===== src/rtl/paint_pkg.sv =====
// Shared types and constants for the paint controller slice.
//   paint_state_t : sequencer states (IDLE, PAINT, CLEAR)
//   color_t       : 3-bit pixel colour
//   COLOR_GREEN   : drawing colour after reset
//   COLOR_BG      : background colour written by a canvas clear
//   XMAX_DEF/YMAX_DEF : default last valid column/row
package paint_pkg;

  typedef enum logic [1:0] {
    IDLE  = 2'd0,
    PAINT = 2'd1,
    CLEAR = 2'd2
  } paint_state_t;

  typedef logic [2:0] color_t;

  localparam color_t      COLOR_GREEN = 3'b010;
  localparam color_t      COLOR_BG    = 3'b000;
  localparam int unsigned XMAX_DEF    = 159;
  localparam int unsigned YMAX_DEF    = 119;

endpackage


===== src/rtl/canvas_sweep.sv =====
// Raster x/y counter used to sweep the canvas during a clear.
//   clk, reset_n : clock, asynchronous active-low reset
//   i_start      : restart at (0,0)
//   i_adv        : step one pixel; x wraps at XMAX and bumps y
//   o_x, o_y     : current pixel
//   o_done       : current pixel is (XMAX,YMAX)
module canvas_sweep #(
  parameter int unsigned XMAX = 159,
  parameter int unsigned YMAX = 119
) (
  input  logic       clk,
  input  logic       reset_n,
  input  logic       i_start,
  input  logic       i_adv,
  output logic [7:0] o_x,
  output logic [7:0] o_y,
  output logic       o_done
);

  logic [7:0] r_x;
  logic [7:0] r_y;

  always_ff @(posedge clk or negedge reset_n) begin
    if (!reset_n) begin
      r_x <= '0;
      r_y <= '0;
    end else if (i_start) begin
      r_x <= '0;
      r_y <= '0;
    end else if (i_adv) begin
      if (r_x == 8'(XMAX)) begin
        r_x <= '0;
        r_y <= r_y + 8'd1;
      end else begin
        r_x <= r_x + 8'd1;
      end
    end
  end

  assign o_x    = r_x;
  assign o_y    = r_y;
  assign o_done = (r_x == 8'(XMAX)) && (r_y == 8'(YMAX));

endmodule


===== src/rtl/paint_controller.sv =====
// Sequences frame-buffer writes from decoded SPI drawing events.
//   clk, reset_n          : clock, asynchronous active-low reset
//   evt_valid/evt_ready   : event handshake; evt_conf selects config vs position
//   evt_brush, evt_color  : config payload (2x2 brush flag, colour)
//   evt_x, evt_y          : position payload
//   clear_req             : single-cycle canvas clear request
//   fb_we/fb_ready        : frame-buffer write handshake
//   fb_x, fb_y, fb_data   : write address and colour
//   cur_brush, cur_color  : current drawing configuration
//   busy                  : not idle, or a clear is pending
//   drop_cnt              : saturating count of out-of-range position events
module paint_controller
  import paint_pkg::*;
#(
  parameter int unsigned XMAX      = XMAX_DEF,
  parameter int unsigned YMAX      = YMAX_DEF,
  parameter color_t      COLOR_RST = COLOR_GREEN,
  parameter color_t      BG_COLOR  = COLOR_BG
) (
  input  logic       clk,
  input  logic       reset_n,
  input  logic       evt_valid,
  output logic       evt_ready,
  input  logic       evt_conf,
  input  logic       evt_brush,
  input  logic [2:0] evt_color,
  input  logic [7:0] evt_x,
  input  logic [7:0] evt_y,
  input  logic       clear_req,
  output logic       fb_we,
  input  logic       fb_ready,
  output logic [7:0] fb_x,
  output logic [7:0] fb_y,
  output logic [2:0] fb_data,
  output logic       cur_brush,
  output logic [2:0] cur_color,
  output logic       busy,
  output logic [7:0] drop_cnt
);

  paint_state_t r_state;
  logic         r_cur_brush;
  color_t       r_cur_color;
  logic         r_pbrush;
  logic [7:0]   r_base_x;
  logic [7:0]   r_base_y;
  logic [1:0]   r_off;
  logic         r_fb_we;
  logic [7:0]   r_fb_x;
  logic [7:0]   r_fb_y;
  color_t       r_fb_data;
  logic [7:0]   r_drop_cnt;
  logic         r_clear_pend;

  logic         w_evt_ready;
  logic         w_evt_acc;
  logic         w_evt_in_range;
  logic [1:0]   w_noff;
  logic [8:0]   w_nx;
  logic [8:0]   w_ny;
  logic         w_nclip;
  logic         w_paint_last;
  logic         w_sw_start;
  logic         w_sw_adv;
  logic [7:0]   w_sw_x;
  logic [7:0]   w_sw_y;
  logic         w_sw_done;

  assign w_evt_ready    = (r_state == IDLE) && !clear_req && !r_clear_pend;
  assign w_evt_acc      = evt_valid && w_evt_ready;
  assign w_evt_in_range = (evt_x <= 8'(XMAX)) && (evt_y <= 8'(YMAX));

  // Offset index k walks (0,0),(1,0),(0,1),(1,1): dx = k[0], dy = k[1].
  // Next pixel is computed 9 bits wide so base+1 past 255 still clips.
  assign w_noff       = r_off + 2'd1;
  assign w_nx         = {1'b0, r_base_x} + {8'd0, w_noff[0]};
  assign w_ny         = {1'b0, r_base_y} + {8'd0, w_noff[1]};
  assign w_nclip      = (w_nx > 9'(XMAX)) || (w_ny > 9'(YMAX));
  assign w_paint_last = !r_pbrush || (r_off == 2'd3);

  assign w_sw_start = (r_state == IDLE) && (clear_req || r_clear_pend);
  assign w_sw_adv   = (r_state == CLEAR) && fb_ready;

  canvas_sweep #(
    .XMAX (XMAX),
    .YMAX (YMAX)
  ) u_sweep (
    .clk     (clk),
    .reset_n (reset_n),
    .i_start (w_sw_start),
    .i_adv   (w_sw_adv),
    .o_x     (w_sw_x),
    .o_y     (w_sw_y),
    .o_done  (w_sw_done)
  );

  always_ff @(posedge clk or negedge reset_n) begin
    if (!reset_n) begin
      r_state      <= IDLE;
      r_cur_brush  <= 1'b1;
      r_cur_color  <= COLOR_RST;
      r_pbrush     <= 1'b0;
      r_base_x     <= '0;
      r_base_y     <= '0;
      r_off        <= '0;
      r_fb_we      <= 1'b0;
      r_fb_x       <= '0;
      r_fb_y       <= '0;
      r_fb_data    <= '0;
      r_drop_cnt   <= '0;
      r_clear_pend <= 1'b0;
    end else begin
      case (r_state)
        IDLE: begin
          if (clear_req || r_clear_pend) begin
            r_state      <= CLEAR;
            r_clear_pend <= 1'b0;
            r_fb_we      <= 1'b1;
            r_fb_data    <= BG_COLOR;
          end else if (w_evt_acc) begin
            if (evt_conf) begin
              r_cur_brush <= evt_brush;
              r_cur_color <= evt_color;
            end else if (!w_evt_in_range) begin
              if (r_drop_cnt != 8'hFF) r_drop_cnt <= r_drop_cnt + 8'd1;
            end else begin
              // Offset (0,0) of an in-range base can never clip.
              r_state   <= PAINT;
              r_base_x  <= evt_x;
              r_base_y  <= evt_y;
              r_pbrush  <= r_cur_brush;
              r_off     <= '0;
              r_fb_x    <= evt_x;
              r_fb_y    <= evt_y;
              r_fb_data <= r_cur_color;
              r_fb_we   <= 1'b1;
            end
          end
        end

        PAINT: begin
          if (clear_req) r_clear_pend <= 1'b1;
          // A clipped offset (fb_we low) moves on without waiting for fb_ready.
          if (!r_fb_we || fb_ready) begin
            if (w_paint_last) begin
              r_state <= IDLE;
              r_fb_we <= 1'b0;
            end else begin
              r_off   <= w_noff;
              r_fb_x  <= w_nx[7:0];
              r_fb_y  <= w_ny[7:0];
              r_fb_we <= !w_nclip;
            end
          end
        end

        CLEAR: begin
          if (fb_ready && w_sw_done) begin
            r_state <= IDLE;
            r_fb_we <= 1'b0;
            r_fb_x  <= 8'(XMAX);
            r_fb_y  <= 8'(YMAX);
          end
        end

        default: begin
          r_state <= IDLE;
          r_fb_we <= 1'b0;
        end
      endcase
    end
  end

  // During CLEAR the write address is the sweep counter itself.
  assign fb_x      = (r_state == CLEAR) ? w_sw_x : r_fb_x;
  assign fb_y      = (r_state == CLEAR) ? w_sw_y : r_fb_y;
  assign fb_we     = r_fb_we;
  assign fb_data   = r_fb_data;
  assign evt_ready = w_evt_ready;
  assign cur_brush = r_cur_brush;
  assign cur_color = r_cur_color;
  assign busy      = (r_state != IDLE) || r_clear_pend;
  assign drop_cnt  = r_drop_cnt;

endmodule


===== config.mk =====
export PLATFORM = sky130hd
export DESIGN_NAME = paint_controller
export DESIGN_NICKNAME = d
export VERILOG_FILES = /design/src/rtl/paint_pkg.sv /design/src/rtl/canvas_sweep.sv /design/src/rtl/paint_controller.sv
export SDC_FILE = /design/constraint.sdc
export NUM_CORES = 1
export LEC_CHECK = 0
export CAP_MARGIN = 20
export CELL_PAD_IN_SITES_DETAIL_PLACEMENT = 0
export CELL_PAD_IN_SITES_GLOBAL_PLACEMENT = 1
export CORE_ASPECT_RATIO = 1.5
export CORE_UTILIZATION = 47
export CTS_BUF_LIST = sky130_fd_sc_hd__clkbuf_2
export DETAILED_ROUTE_END_ITERATION = 7
export GPL_ROUTABILITY_DRIVEN = 0
export PLACE_DENSITY_LB_ADDON = 0.1
export SETUP_SLACK_MARGIN = 0.15
export SLEW_MARGIN = 30
export SYNTH_ARGS = -nofsm -noshare
export SYNTH_HDL_FRONTEND = slang
export SYNTH_SLANG_ARGS = --single-unit

===== constraint.sdc =====
create_clock -name clk -period 3.55 [get_ports clk]
set_input_delay 1.065 -clock clk [delete_from_list [all_inputs] [get_ports clk]]
set_output_delay 1.065 -clock clk [all_outputs]
set_load 0.02 [all_outputs]

==> impl_metrics.yaml <==
die:
  start_util: 0.491
  dieArea_sq_mm: 0.00885
  placementRows: 40
  fp.dieH_um: 115
  die_w_um: 77.1
  io_pins: 60
  core_sq_mm: 0.00811
logic_synthesis:
  yosys.cell_count.top_type: "dfrtp_1"
  synth_edf_count: 0
  ys_ff_latch: 70
  syn_inst: 403
  synth_common_cells: "dfrtp_1 (68), nand2_1 (58), nor2_1 (34), mux2_2 (27), nand3_1 (22)"
  netlist_area_sq_mm: 0.00398
  async_reset_ff_frac: 1.00
  postSynthAreaPerCell_sq_um: 9.88
  synth.net_count: 442
  synth_top_area_frac: 0.428
  yosys_warnings: 0
  synth.top_cells.by_area: "dfrtp_1 (43%), mux2_2 (7.6%), nand2_1 (5.5%)"
  yosysSeqAreaShare: 0.441
  yosys.area.top_type: "dfrtp_1"
  ys.flop_type: "dfrtp_1"
  synth_cell_type_count: 50
cells_and_area:
  finalNetCount: 509
  syn_to_final_growth_pct: 22.1
  fillCellCount: 784
  final_layout_size_suffix_gt1_frac: 0.166
  n_antenna_cell: 0
setup_path:
  r2r_start: "r_off[0]$_DFFE_PN0P_"
  r2r_setup_slack_ns: 1.10
  setup.worst_path.start: "r_state[0]$_DFFE_PN0P_"
  crit_arrival_ns: 2.17
  crit_path_start_kind: "flop"
  cp.required_ns: 2.48
  crit_path_end_kind: "output pin"
  r2r-end: "fb_we$_DFFE_PN0P_"
  cp_max_fo: 20
  crit_end: "fb_y[0]"
  worstSetupPathType: "reg2out"
  reg2reg_depth: 8
sta:
  rsz0062_at_grt: "false"
  drv_slew: 0
  min_period_over_period: 0.912
  fin_skew_ns: 0.0423
  setup_violations: 0
  layout_min_cycle_time_ns: 3.24
  finalSetupTns_ns: 0
  max_freq_mhz: 309
  hold_violations: 0
  tightest_slew_ns: 0.761
  slew_headroom: 0.493
power:
  p_leak_uw: 0.00238
  power.density_mw_per_mm2: 342
  max-vdd-ir-drop_v: 0.000255
  power_uw: 1660
min_path:
  hp-class: "reg2reg"
  hold-path-cell-count: 2
detailed_routing:
  drc: 0
  routed_via_density: 5.34
  first_pass_iters: 4
  wirelength_um: 9210
  wl_per_cell_um: 15.9
  vias: 3095
  drtIter0Drc: 120
  ant_nets: 0
cts:
  cts_max_level: 3
  cts_tree: "yes"
  clock_sinks: 70
  cts_made_buffers: 9
  worstSkewPairLatency_ns: 0.53
  clock-root-buffer: "clkbuf_2"
  clkTransAtPathRegs_ns: 0.19
  cts_setup_buffers: 0
  ctsLongestPathBuffers: 2
run:
  max_cap_violations: 0
outcome:
  status: "complete, no violations"
global_route:
  overflow: 0
  grt_max_degree: 40
  grt_pass1_wl_um: 15700
  grt_antenna_before_repair: 0
  grt_pass1_vias: 3192
  track_usage: 0.233
placed_design:
  post-dp-hpwl_um: 7050
  numPortBuffers: 59
stage by stage:
step / cell area [sq um] / setup WS [ns] / utilization / hold WS [ns] / cells
after floorplan: 3980 / 0.954 / - / 0.452 / 403
after global placement: 4740 / 0.0615 / 0.584 / 0.477 / 564
after detailed placement: 4740 / 0.0460 / 0.584 / 0.477 / 564
after CTS: 4860 / 0.252 / 0.600 / 0.515 / 580
after global routing: 4860 / 0.156 / 0.600 / 0.528 / 580
final: 4860 / 0.314 / 0.600 / 0.509 / 580
per-layer routing:
metal | vias to the layer above | global-route usage | wire length (um)
li1 | 1535 | - | -
met3 | 18 | 0.0375 | 329
met1 | 1474 | 0.268 | 3850
met2 | 68 | 0.411 | 4740
met4 | 0 | 0.126 | 286
met5 | - | 0 | 0
flip-flops by register name, indices dropped and copies added, names as in the netlist:
signal,count
drop_cnt,8
r_base_x,8
r_base_y,8
r_fb_x,8
r_fb_y,8
u_sweep.o_x,8
u_sweep.o_y,8
cur_color,3
fb_data,3
r_off,2
r_state,2
cur_brush,1
fb_we,1
r_clear_pend,1
r_pbrush,1
final cells by class:
| type | instances | area (sq um) | area share |
|---|---|---|---|
| multi-input combinational | 295 | 2070 | 0.426 |
| sequential | 70 | 1750 | 0.361 |
| timing repair buffer | 73 | 689 | 0.142 |
| tap | 105 | 131 | 0.0270 |
| clock inverter | 6 | 86.3 | 0.0178 |
| inverter | 21 | 78.8 | 0.0162 |
| clock buffer | 10 | 50.0 | 0.0103 |
cell families (layout without fill, tap and decap cells):
family | Yosys count | after routing | synth area share
adder cells (fa/ha/maj) | 13 | 13 | 0.0409
XOR/XNOR | 32 | 32 | 0.0704
AND/OR/NAND/NOR | 150 | 150 | 0.184
multiplexers | 41 | 41 | 0.124
buffers and inverters | 38 | 110 | 0.0390
flip-flops | 70 | 70 | 0.441
AO/OA/AOI/OAI | 59 | 59 | 0.101
critical path, cell delays in order, from the launching register on:
cell	delay, ns
dfrtp_1	0.47
inv_1	0.10
ha_1	0.21
buf_8	0.20
mux2_2	0.35
dlygate4sd2_1	0.32
worst min-delay path by stage:
stage / startpoint / endpoint / slack (ns)
2_1_floorplan: r_base_y[0]$_DFFE_PN0P_ / r_base_y[0]$_DFFE_PN0P_ / 0.45
3_3_place_gp: cur_color[0]$_DFFE_PN0P_ / fb_data[0]$_DFFE_PN0P_ / 0.48
3_5_place_dp: r_base_y[0]$_DFFE_PN0P_ / r_base_y[0]$_DFFE_PN0P_ / 0.48
4_1_cts: cur_brush$_DFFE_PN1P_ / r_pbrush$_DFFE_PN0P_ / 0.52
5_1_grt: cur_brush$_DFFE_PN1P_ / r_pbrush$_DFFE_PN0P_ / 0.53
6_report: cur_brush$_DFFE_PN1P_ / r_pbrush$_DFFE_PN0P_ / 0.51
placed cells by master (no fill, tap or decap), types with 2 or more instances in the layout:
cell type        synthesis  routed
dfrtp_1                 68      68
nand2_1                 58      58
clkdlybuf4s50_1          0      41
nor2_1                  34      34
mux2_2                  27      27
nand3_1                 22      22
inv_1                   20      20
a21oi_1                 20      20
xor2_1                  19      19
dlygate4sd2_1            0      17
xnor2_1                 13      13
ha_1                    13      13
buf_4                    0      12
o21ai_0                 11      11
mux2_4                  10      10
clkbuf_2                 0      10
nor3_1                   7       7
nand4_1                  5       5
o221ai_1                 5       5
nand2b_1                 4       4
a31oi_1                  4       4
o22ai_1                  4       4
mux2i_1                  4       4
and3_1                   3       3
and4_1                   3       3
and2_1                   3       3
nand3b_1                 2       2
nand4b_1                 2       2
o21ai_1                  2       2
o211ai_1                 2       2
bufinv_16                0       2
clkinv_2                 0       2
dfstp_2                  2       2
where the power goes:
part | leakage, uW | internal (uW) | switching (uW)
registers | 0.000924 | 832 | 45.0
clock network | 0.0000819 | 235 | 287
logic | 0.00137 | 128 | 135
repair_timing:
action,in CTS,in global routing
gates resized for setup,19,0
setup endpoints to repair,17,0
hold buffers,0,0
(Power assumes the default switching activity.)
